$ cat src/rtl/ad936x_cmos_framer_pkg.sv
// Shared types and helpers for the AD936x CMOS framer/deframer.
package ad936x_cmos_pkg;

    typedef enum logic [1:0] {
        SEARCH = 2'd0,
        VERIFY = 2'd1,
        LOCKED = 2'd2
    } rx_state_t;

    // Frame strobe expected on a slot: 1R1T marks only slot 0, wider modes mark slots 0 and 1.
    function automatic logic frame_bit(input int slot, input int num_ch);
        return (num_ch == 1) ? (slot == 0) : (slot < 2);
    endfunction

    function automatic int slot_w(input int p);
        return (p <= 2) ? 1 : $clog2(p);
    endfunction

endpackage

$ cat src/rtl/ad936x_cmos_framer_tx.sv
// TX interleaver: free-running slot counter, per-frame sample latch, registered pins.
module ad936x_cmos_tx_framer
    import ad936x_cmos_pkg::*;
#(
    parameter int DATA_W = 12,
    parameter int NUM_CH = 2
) (
    input  logic                     rx_clk_in,
    input  logic                     rst,
    input  logic                     dac_valid,
    input  logic [NUM_CH*DATA_W-1:0] dac_data_i,
    input  logic [NUM_CH*DATA_W-1:0] dac_data_q,
    output logic                     dac_ready,
    output logic                     tx_underflow,
    output logic                     tx_frame_out,
    output logic [DATA_W-1:0]        tx_data_out
);

    localparam int P  = 2 * NUM_CH;
    localparam int SW = slot_w(P);

    logic [SW-1:0]              slot;
    logic [P-1:0][DATA_W-1:0]   frm;

    assign dac_ready = (slot == SW'(P - 1));

    always_ff @(posedge rx_clk_in or negedge rst) begin
        if (!rst) begin
            slot         <= '0;
            frm          <= '0;
            tx_underflow <= 1'b0;
            tx_frame_out <= 1'b0;
            tx_data_out  <= '0;
        end else begin
            tx_data_out  <= frm[slot];
            tx_frame_out <= frame_bit(int'(slot), NUM_CH);
            tx_underflow <= dac_ready & ~dac_valid;
            slot         <= dac_ready ? '0 : slot + SW'(1);
            // A missing sample set is sent as zeros so the frame cadence never breaks.
            if (dac_ready) begin
                for (int c = 0; c < NUM_CH; c++) begin
                    frm[2*c]   <= dac_valid ? dac_data_i[c*DATA_W +: DATA_W] : '0;
                    frm[2*c+1] <= dac_valid ? dac_data_q[c*DATA_W +: DATA_W] : '0;
                end
            end
        end
    end

endmodule

$ cat src/rtl/ad936x_cmos_framer.sv
// AD936x CMOS framer/deframer top: RX alignment/lock/deinterleave plus TX framer.
// Optional CMOS_LOOPBACK_EN adds loopback_en to feed RX from the TX pins internally.
module ad936x_cmos_framer
    import ad936x_cmos_pkg::*;
#(
    parameter int DATA_W      = 12,
    parameter int NUM_CH      = 2,
    parameter int LOCK_FRAMES = 4,
    parameter int UNLOCK_ERRS = 3
) (
    input  logic                     rx_clk_in,
    input  logic                     rst,
`ifdef CMOS_LOOPBACK_EN
    input  logic                     loopback_en,
`endif
    input  logic                     rx_frame_in,
    input  logic [DATA_W-1:0]        rx_data_in,
    output logic                     adc_valid,
    output logic [NUM_CH*DATA_W-1:0] adc_data_i,
    output logic [NUM_CH*DATA_W-1:0] adc_data_q,
    output logic                     rx_status,
    output logic [15:0]              frame_err_cnt,
    input  logic                     dac_valid,
    input  logic [NUM_CH*DATA_W-1:0] dac_data_i,
    input  logic [NUM_CH*DATA_W-1:0] dac_data_q,
    output logic                     dac_ready,
    output logic                     tx_underflow,
    output logic                     tx_frame_out,
    output logic [DATA_W-1:0]        tx_data_out
);

    localparam int P  = 2 * NUM_CH;
    localparam int SW = slot_w(P);
    localparam int GW = $clog2(LOCK_FRAMES + 1);
    localparam int BW = $clog2(UNLOCK_ERRS + 1);

    rx_state_t                state, state_n;
    logic                     f_in, f_prev, lb_chg;
    logic [DATA_W-1:0]        d_in;
    logic [SW-1:0]            slot;
    logic [GW-1:0]            good_cnt;
    logic [BW-1:0]            bad_cnt;
    logic                     err_seen, mism, last, frame_bad, frame_ok, frame_ng;
    logic [P-1:0][DATA_W-1:0] shadow, frame_w;

    ad936x_cmos_tx_framer #(.DATA_W(DATA_W), .NUM_CH(NUM_CH)) u_tx (
        .rx_clk_in    (rx_clk_in),
        .rst          (rst),
        .dac_valid    (dac_valid),
        .dac_data_i   (dac_data_i),
        .dac_data_q   (dac_data_q),
        .dac_ready    (dac_ready),
        .tx_underflow (tx_underflow),
        .tx_frame_out (tx_frame_out),
        .tx_data_out  (tx_data_out)
    );

`ifdef CMOS_LOOPBACK_EN
    logic lb_q;
    always_ff @(posedge rx_clk_in or negedge rst) begin
        if (!rst) lb_q <= 1'b0;
        else      lb_q <= loopback_en;
    end
    assign f_in   = lb_q ? tx_frame_out : rx_frame_in;
    assign d_in   = lb_q ? tx_data_out  : rx_data_in;
    assign lb_chg = (lb_q != loopback_en);
`else
    assign f_in   = rx_frame_in;
    assign d_in   = rx_data_in;
    assign lb_chg = 1'b0;
`endif

    assign mism      = (f_in != frame_bit(int'(slot), NUM_CH));
    assign last      = (slot == SW'(P - 1));
    assign frame_bad = err_seen | mism;

    always_comb begin
        frame_w        = shadow;
        frame_w[P-1]   = d_in;
    end

    always_ff @(posedge rx_clk_in or negedge rst) begin
        if (!rst) state <= SEARCH;
        else      state <= state_n;
    end

    always_comb begin
        state_n  = state;
        frame_ok = 1'b0;
        frame_ng = 1'b0;
        case (state)
            SEARCH: if (f_in && !f_prev) state_n = VERIFY;
            VERIFY: begin
                if (mism)
                    state_n = SEARCH;
                else if (last && good_cnt == GW'(LOCK_FRAMES - 1))
                    state_n = LOCKED;
            end
            LOCKED: begin
                if (last) begin
                    if (frame_bad) begin
                        frame_ng = 1'b1;
                        if (bad_cnt == BW'(UNLOCK_ERRS - 1)) state_n = SEARCH;
                    end else begin
                        frame_ok = 1'b1;
                    end
                end
            end
            default: state_n = SEARCH;
        endcase
        if (lb_chg) state_n = SEARCH;
    end

    always_ff @(posedge rx_clk_in or negedge rst) begin
        if (!rst) begin
            f_prev        <= 1'b0;
            slot          <= '0;
            good_cnt      <= '0;
            bad_cnt       <= '0;
            err_seen      <= 1'b0;
            shadow        <= '0;
            adc_valid     <= 1'b0;
            adc_data_i    <= '0;
            adc_data_q    <= '0;
            rx_status     <= 1'b0;
            frame_err_cnt <= '0;
        end else begin
            f_prev    <= f_in;
            adc_valid <= frame_ok;
            rx_status <= (state_n == LOCKED);
            if (state == SEARCH) begin
                bad_cnt <= '0;
                if (state_n == VERIFY) begin
                    shadow[0] <= d_in;
                    slot      <= SW'(1);
                    good_cnt  <= '0;
                    err_seen  <= 1'b0;
                end
            end else begin
                shadow[slot] <= d_in;
                slot         <= last ? '0 : slot + SW'(1);
                err_seen     <= last ? 1'b0 : frame_bad;
                if (state == VERIFY) begin
                    bad_cnt <= '0;
                    if (last && !mism) good_cnt <= good_cnt + GW'(1);
                end
                if (frame_ok) begin
                    bad_cnt <= '0;
                    for (int c = 0; c < NUM_CH; c++) begin
                        adc_data_i[c*DATA_W +: DATA_W] <= frame_w[2*c];
                        adc_data_q[c*DATA_W +: DATA_W] <= frame_w[2*c+1];
                    end
                end
                // Bad frames leave adc_data_* untouched; only the counters move.
                if (frame_ng) begin
                    bad_cnt <= bad_cnt + BW'(1);
                    if (frame_err_cnt != 16'hFFFF) frame_err_cnt <= frame_err_cnt + 16'd1;
                end
            end
        end
    end

endmodule

$ cat config.mk
export PLATFORM = sky130hd
export DESIGN_NAME = ad936x_cmos_framer
export DESIGN_NICKNAME = d
export VERILOG_FILES = /design/src/rtl/ad936x_cmos_framer_pkg.sv /design/src/rtl/ad936x_cmos_framer_tx.sv /design/src/rtl/ad936x_cmos_framer.sv
export SDC_FILE = /design/constraint.sdc
export NUM_CORES = 1
export LEC_CHECK = 0
export CAP_MARGIN = 20
export CORE_MARGIN = 2
export CORE_UTILIZATION = 50
export CTS_CLUSTER_DIAMETER = 200
export DETAILED_ROUTE_END_ITERATION = 8
export PLACE_DENSITY = 0.78
export SYNTH_ARGS = -nofsm -noshare
export SYNTH_HDL_FRONTEND = slang
export SYNTH_SLANG_ARGS = --single-unit
$ cat constraint.sdc
create_clock -name rx_clk_in -period 2.45 [get_ports rx_clk_in]
set_clock_uncertainty 0.1 [all_clocks]
set_input_delay 0.49 -clock rx_clk_in [delete_from_list [all_inputs] [get_ports rx_clk_in]]
set_output_delay 0.49 -clock rx_clk_in [all_outputs]
set_load 0.03 [all_outputs]
==> flow_summary.ini, run 1 <==
[yosys]
synthTopCellsByArea = dfrtp_1, mux2_2, o21ai_0
async_flop_share_pct = 100
syn-mean-instance-area_um2 = 12.9
synth.area.mux_share_pct = 17.6
ys_seq_area_share_pct = 61.0
synth_top_area_share_pct = 61.0
yosys.area_share.adder_pct = 1.55
syn-num-nets = 638
synthXorXnorAreaFrac_pct = 1.43
yosys.area.top_type = dfrtp_1
synth_top_family_by_area = multiplexers
synth_ff_type = dfrtp_1
yosys_warnings = 0
syn_inst = 565
synth-compound-area-share_pct = 5.57
netlist_area_um2 = 7260
yosys.area_share.simple_pct = 8.01
ys_ff_latch = 177
synth_edf_count = 0
synth.distinct_cells = 46

[clock_network]
clkTransAtPathRegs_ns = 0.06
postCtsSetupRepairBufs = 0
clockBufferDepth = 2
htree_levels = 4
clock_sinks = 177
cts_tree = yes
cts_hold_buf = 1
numCtsBuffers = 17
clk_latency_ns = 0.43
clockRootBuffer = clkbuf_16
cts.repair.resized = 0

[floorplan]
die-area_um2 = 15500
placement_rows = 44
ios = 145
die_w_um = 125
die_h_um = 125
initial_utilization_pct = 50.5
core_area_um2 = 14400

[global_routing]
grt_max_degree = 63
grt_pass1_vias = 5090
grt-ovfl-total = 0
antenna_found_initial = 0
grt_pass1_wl_um = 25400
grt.total_usage_pct = 20.3

[worst_setup_path]
end_kind = output port
worst_path_max_delay_cell = clkdlybuf4s50_1
start_kind = flip-flop
path_delay_family = buffers and inverters
crit_type = flip-flop to output port
cp_slowest_stage_delay_ns = 0.72
path_max_fanout = 8
critPathBufInv = 1
rr_worst_depth = 5
arrival_ns = 1.61
worst-path-stages = 1
cp.required_ns = 1.86
crit_chain = clkdlybuf4s50_1

[power_and_ir_drop]
clockPowerShare_pct = 36.1
peakVddDrop_mv = 0.474
p_per_area_nw_per_um2 = 797
p_seq_share_pct = 47.6
p_leak_nw = 4.34
p_comb_share_pct = 16.3
p_int_mw = 5.73
p_sw_mw = 1.91
p_sw_share_pct = 25.0

[placement]
pre_cts_slack_ns = -0.00339
place.detailed.hpwl_um = 10400
gp_congestion = 0.805
numPortBuffers = 144

[timing]
rsz0062_at_grt = false
setup_viol = 0
fin_crit_sh_pct = 89.9
max_slew_margin_pct = 59.9
fmax_mhz = 454
min_period_ns = 2.20
setup_ws_ns = 0.248
setup_tns_ns = 0
worst_pin_slew_ns = 0.601
hold_violations = 0
maxSlewViolCount = 0

[route]
wl_per_cell_um = 16.5
drt_wl_total_um = 15100
vias = 4858
dr.first_iter.drc_count = 258
vias_per_cell = 5.33
drtAntennaViolNets = 0
drcViolationCount = 0
first_pass_iters = 4

[run]
drv_cap = 0

[run_status]
outcome = finished clean

[final_layout]
fin_util_pct = 66.7
diodes = 0
final_cell_mix = dfrtp_1, clkdlybuf4s50_1, mux2_2
drive_gt1_share_pct = 21.3
fin_nets = 789
layout_commonest_cell = dfrtp_1
area_growth_pct = 32.1

[hold_path]
hold_path_class = flip-flop to flip-flop
whs_path_depth = 1
power by group through the flow:
stage / Combinational, mW / Sequential (mW) / Clock, mW
global placement: 1.21 / 3.65 / 0
CTS: 1.27 / 3.64 / 2.81
global route: 1.36 / 3.69 / 2.93
finish: 1.25 / 3.64 / 2.76
detailed placement: 1.26 / 3.69 / 0
floorplan: 0.688 / 3.71 / 0
area by class of cell:
type                    count  area, um2
clock buffers              22        474
clock inverters             9        131
fillers                  1031       4780
inverters                  58        218
multi-input cells         301       2490
flip-flops and latches    177       4430
well taps                 184        230
repair buffers            161       1620
metal layers:
layer	share of wire [%]	GRT usage (%)	up-vias	wire [um]
li1	-	-	2235	-
met1	45	28.0	2445	6820
met2	48	32.1	156	7200
met3	5.3	5.20	22	805
met4	1.6	6.15	0	240
met5	0	0	-	0
registers in the layout (all words and copies together), names as in the netlist, 3 cells and up:
register / flops
u_tx.frm: 48
frame_w: 36
adc_data_i: 24
adc_data_q: 24
frame_err_cnt: 16
u_tx.tx_data_out: 12
good_cnt: 3
worst reg2reg max path, delay by kind of cell, from the launching register on:
family | cells | cell delay, ns
adders and majority gates | 1 | 0.21
and+or+nand+nor | 2 | 0.50
buffers and inverters | 1 | 0.29
DFF | 1 | 0.47
muxes | 1 | 0.42
synth_stat cells (2+ instances only):
cell type	number
a21oi_1	6
a22o_1	2
and3_1	2
buf_1	2
buf_2	9
buf_4	2
clkbuf_1	15
dfrtp_1	177
ha_1	9
inv_1	58
mux2_1	3
mux2_2	85
mux4_2	12
nand2_1	24
nand2b_1	3
nand3_1	45
nand4_2	2
nor2_1	6
nor3_1	7
nor4_1	5
nor4b_1	2
o21ai_0	54
o31ai_1	4
xor2_1	9
per-stage QoR:
stage,power (mW),hold WS (ns),instances,area [um2]
after floorplan,4.40,0.0944,565,7260
after global placement,4.86,0.365,880,8970
after detailed placement,4.94,0.380,880,8970
after CTS,7.71,0.393,912,9590
after global routing,7.99,0.409,912,9590
final,7.64,0.392,912,9590
final timing paths:
path,to,start,slack [ns]
setup / recovery,frame_err_cnt[2],frame_err_cnt[2],0.25
hold / removal,adc_data_i[18],adc_data_i[18],0.39
setup reg to reg,adc_data_q[2],slot[1],0.35
hold reg to reg,adc_data_i[18],adc_data_i[18],0.39
max in group asynchronous,frame_w[20],rst,1.00
min in group asynchronous,adc_data_i[1],rst,0.51
cell families after synthesis:
group / Yosys count
AOI/OAI and AO/OA: 73
xor gates and xnor gates: 11
adders and majority gates: 9
buffers and inverters: 87
DFF: 177
muxes: 101
and+or+nand+nor: 107
No activity file was read; power rests on OpenSTA's default activity.
==> run 2, diff against run 1 <==
Settings changed: CORE_UTILIZATION 50 to 51, PLACE_DENSITY 0.78 to 0.79.
==> run 2 against run 1 <==
Effect of this change: register-to-register slack about the same; utilization is 2.7 points higher; critical path type unchanged; critical path depth did not move; sequential share of layout area fell by 0.22 points; sequential cell count is the same; first-iteration DRC count grew 13%; die area fell by 1.9%; largest power group unchanged; maximum frequency is 1.4% lower; final area is 0.47% higher; combinational power barely moved; via count grew 0.78%.
==> flow_summary.ini, run 2 (synthesis results as in run 1) <==
[clock_network]
cts.repair.resized = 0
clock_sinks = 177
htree_levels = 4
cts_tree = yes
clockBufferDepth = 2
clockRootBuffer = clkbuf_16
clk_latency_ns = 0.43
clkTransAtPathRegs_ns = 0.06
numCtsBuffers = 17

[power_and_ir_drop]
p_per_area_nw_per_um2 = 808
p_leak_nw = 4.36
peakVddDrop_mv = 0.397

[route]
vias = 4896
first_pass_iters = 4
wl_per_cell_um = 16.3
drtAntennaViolNets = 0
drt_wl_total_um = 14800
drcViolationCount = 0
dr.first_iter.drc_count = 291
vias_per_cell = 5.37

[global_routing]
grt_pass1_wl_um = 24300
grt-ovfl-total = 0
grt_pass1_vias = 4924
gr-usage-met2_pct = 32.2
grt.total_usage_pct = 20.9
met3_usage_pct = 5.49
grt_max_degree = 60
top_usage_layer = met2
met1_usage_pct = 28.9
antenna_found_initial = 0

[final_layout]
drive_gt1_share_pct = 21.6
fin_nets = 791
fin_util_pct = 69.4
final_cell_mix = dfrtp_1, clkdlybuf4s50_1, mux2_2
diodes = 0
layout_commonest_cell = dfrtp_1
fin_area_um2 = 9640
regMostFlops = u_tx.frm
largest_reg_flops = 48
area_growth_pct = 32.7
finalNonFillerCells = 911

[worst_setup_path]
rrSetupSlack_ns = 0.36
rr_worst_depth = 5
cp_slowest_stage_delay_ns = 0.73
end_kind = output port
path_delay_family = buffers and inverters
cp.required_ns = 1.86
worst_path_max_delay_cell = clkdlybuf4s50_1
start_kind = flip-flop
arrival_ns = 1.64
critPathBufInv = 1
crit_chain = clkdlybuf4s50_1
reg2reg_from = slot[1]
crit_type = flip-flop to output port
r2r-end = adc_data_q[3]
path_max_fanout = 8

[timing]
maxSlewViolCount = 0
max_slew_margin_pct = 61.1
fmax_mhz = 448
worst_pin_slew_ns = 0.579
min_period_ns = 2.23
fin_crit_sh_pct = 91.2
setup_tns_ns = 0
setup_viol = 0
rsz0062_at_grt = false
hold_violations = 0

[placement]
dp_cells = 878
place_area_um2 = 8980
numPortBuffers = 144
gp_congestion = 0.769
place.detailed.hpwl_um = 10300

[floorplan]
die_w_um = 123
die-area_um2 = 15200
placement_rows = 43
die_h_um = 123
initial_utilization_pct = 52.3
ios = 145
core_area_um2 = 13900

[hold_path]
hold_path_class = flip-flop to flip-flop
hold_end = adc_data_i[17]
min_from = frame_w[29]
whs_path_depth = 1

[run]
drv_cap = 0

[run_status]
outcome = finished clean
[run 2: cell types whose count changed in the layout (fill, tap and decap cells not counted), sizes merged]
| cell | delta |
|---|---|
| buf | +2 |
| bufinv | +1 |
| clkbuf | +1 |
| clkinv | -1 |
[run 2: layout make-up]
class	instances	area (um2)
Tap cell	180	225
Timing Repair Buffer	163	1640
Fill cell	928	4250
Clock buffer	23	488
Inverter	58	218
Sequential cell	177	4430
Multi-Input combinational cell	301	2490
Clock inverter	9	153
[run 2: what timing repair did]
action | in CTS | in global routing
hold buffers | 1 | 0
hold endpoints to repair | 43 | 0
setup buffers | 0 | 0
[run 2: worst max path at each step]
stage | start | endpoint | slack [ns] | cells past startpoint
floorplan | slot[1] | adc_data_i[10] | 0.43 | 6
global placement | rx_frame_in | frame_err_cnt[15] | 0.1 | 5
detailed placement | rx_frame_in | frame_err_cnt[14] | 0.07 | 5
CTS | u_tx.slot[0] | dac_ready | 0.18 | 2
global route | u_tx.slot[0] | dac_ready | 0.08 | 2
finish | frame_err_cnt[2] | frame_err_cnt[2] | 0.22 | 1
[run 2: metrics by stage]
stage | power [mW] | hold slack [ns] | setup slack (ns)
after floorplan | 4.40 | 0.0944 | 0.430
after global placement | 4.87 | 0.347 | 0.0997
after detailed placement | 4.96 | 0.350 | 0.0676
after CTS | 7.87 | 0.391 | 0.184
after global routing | 8.14 | 0.414 | 0.0781
final | 7.79 | 0.392 | 0.217
[run 2: report_power, final]
group	leakage [nW]	internal (mW)	total (mW)	switching, mW
Sequential	2.29	3.37	3.64	0.267
Clock	0.305	1.81	2.89	1.08
Combinational	1.76	0.696	1.26	0.567
Total	4.36	5.88	7.79	1.91
[run 2: metal layers]
layer | vias up | wire length (um)
met5 | - | 0
met4 | 0 | 255
met3 | 23 | 837
met2 | 151 | 6960
met1 | 2468 | 6750
li1 | 2254 | -
==> run 3, diff against run 2 <==
Settings changed: CORE_ASPECT_RATIO set to 2, HOLD_SLACK_MARGIN set to 0.08, RECOVER_POWER set to 50.
==> run 3 against run 2 <==
Effect of this change: sequential cell count is the same; non-clock buffer count grew 1; first-iteration DRC count shrank 52%; clock power shrank 9.7%; maximum frequency is essentially flat; sequential share of layout area grew 0.28 points.
==> flow_summary.ini, run 3 (synthesis results as in run 1) <==
[run_status]
outcome = finished clean

[clock_network]
cts.repair.resized = 0
clkTransAtPathRegs_ns = 0.07
clk_latency_ns = 0.43
numCtsBuffers = 17
postCtsSetupRepairBufs = 0
cts_tree = yes
htree_levels = 4
clockBufferDepth = 2
clock_sinks = 177
clockRootBuffer = clkbuf_16

[global_routing]
grt_pass1_vias = 5202
grt.total_usage_pct = 21.3
grt_max_degree = 65
antenna_found_initial = 0
grt-ovfl-total = 0
grt_pass1_wl_um = 25200

[worst_setup_path]
cp_slowest_stage_delay_ns = 0.73
start_kind = flip-flop
worst_path_max_delay_cell = clkdlybuf4s50_1
rr_worst_depth = 4
crit_chain = clkdlybuf4s50_1
cp.required_ns = 1.86
worst-path-stages = 1
critPathBufInv = 1
arrival_ns = 1.64
path_max_fanout = 8
crit_type = flip-flop to output port
end_kind = output port
path_delay_family = buffers and inverters

[timing]
setup_viol = 0
fin_crit_sh_pct = 91.1
hold_violations = 0
setup_tns_ns = 0
min_period_ns = 2.23
rsz0062_at_grt = false
setup_ws_ns = 0.219
max_slew_margin_pct = 6.18
worst_pin_slew_ns = 1.41
maxSlewViolCount = 0
fmax_mhz = 448

[power_and_ir_drop]
peakVddDrop_mv = 0.549
p_leak_nw = 4.32
p_per_area_nw_per_um2 = 783

[final_layout]
drive_gt1_share_pct = 21.3
final_cell_mix = dfrtp_1, clkdlybuf4s50_1, mux2_2
fin_nets = 792
multi_input_area_um2 = 2480
area_growth_pct = 31.9
largest_reg_flops = 48
seq_area_um2 = 4430
layout_commonest_cell = dfrtp_1
regMostFlops = u_tx.frm
diodes = 0
fill_cells = 1037

[route]
dr.first_iter.drc_count = 140
vias_per_cell = 5.24
first_pass_iters = 4
drt_wl_total_um = 15100
vias = 4830
wl_per_cell_um = 16.4
drtAntennaViolNets = 0
drcViolationCount = 0

[placement]
place.detailed.hpwl_um = 10800
pre_cts_slack_ns = 0.0555
numPortBuffers = 144
gp_congestion = 0.787

[floorplan]
initial_utilization_pct = 52.3
die_h_um = 173
die_w_um = 88.4
ios = 145
die-area_um2 = 15300
core_area_um2 = 13900
placement_rows = 61

[hold_path]
hold_path_class = flip-flop to flip-flop
whs_path_depth = 1

[run]
drv_cap = 0
==> run 3: cell types whose count changed in the layout (fill, tap and decap cells not counted), sizes merged <==
cell	delta
bufinv	-4
clkdlybuf4s50	-1
clkinvlp	-1
inv	+7
dlygate4sd3	+1
clkinv	+3
buf	-4
==> run 3: per-layer routing <==
layer  vias up  GRT usage, %  wire (um)
met4         0          8.52        364
met1      2412          24.6       5660
li1       2255             -          -
met5         -             0          0
met2       138          37.1       8500
met3        25          4.73        577
==> run 3: metrics by stage <==
| stage | instances | total power, mW | util (%) | hold WS (ns) | instance area (um2) |
|---|---|---|---|---|---|
| after floorplan | 565 | 4.40 | - | 0.0944 | 7260 |
| after global placement | 888 | 4.87 | 64.9 | 0.368 | 9020 |
| final | 921 | 7.50 | 68.9 | 0.390 | 9580 |
| after detailed placement | 888 | 4.96 | 64.9 | 0.381 | 9020 |
| after CTS | 921 | 7.60 | 69.1 | 0.397 | 9610 |
| after global routing | 921 | 7.83 | 68.9 | 0.415 | 9580 |
==> run 3: path summary, 6_finish.rpt <==
kind | slack (ns) | startpoint | to
setup / recovery | 0.22 | frame_err_cnt[2] | frame_err_cnt[2]
hold / removal | 0.39 | frame_w[28] | adc_data_i[16]
setup reg to reg | 0.40 | frame_err_cnt[2] | frame_err_cnt[1]
hold reg to reg | 0.39 | frame_w[28] | adc_data_i[16]
max in group asynchronous | 0.47 | rst | adc_data_q[7]
min in group asynchronous | 0.83 | rst | frame_err_cnt[10]
==> run 3: what timing repair did <==
action,4_1_cts,5_1_grt
hold buffers,1,0
endpoints found under the hold margin,52,0
setup endpoints to repair,0,0
==> run 3: report_power, final <==
part	internal (mW)	total, mW	switching, mW
Sequential	3.37	3.64	0.275
Combinational	0.680	1.24	0.565
Clock	1.38	2.61	1.23
Total	5.43	7.50	2.07
==> run 3: area by class of cell <==
type	count	area share, %
sequential	177	46.3
multi-input combinational	301	25.9
timing repair buffer	164	17.1
clock buffer	18	4.59
tap	189	2.47
inverter	58	2.27
clock inverter	14	1.46
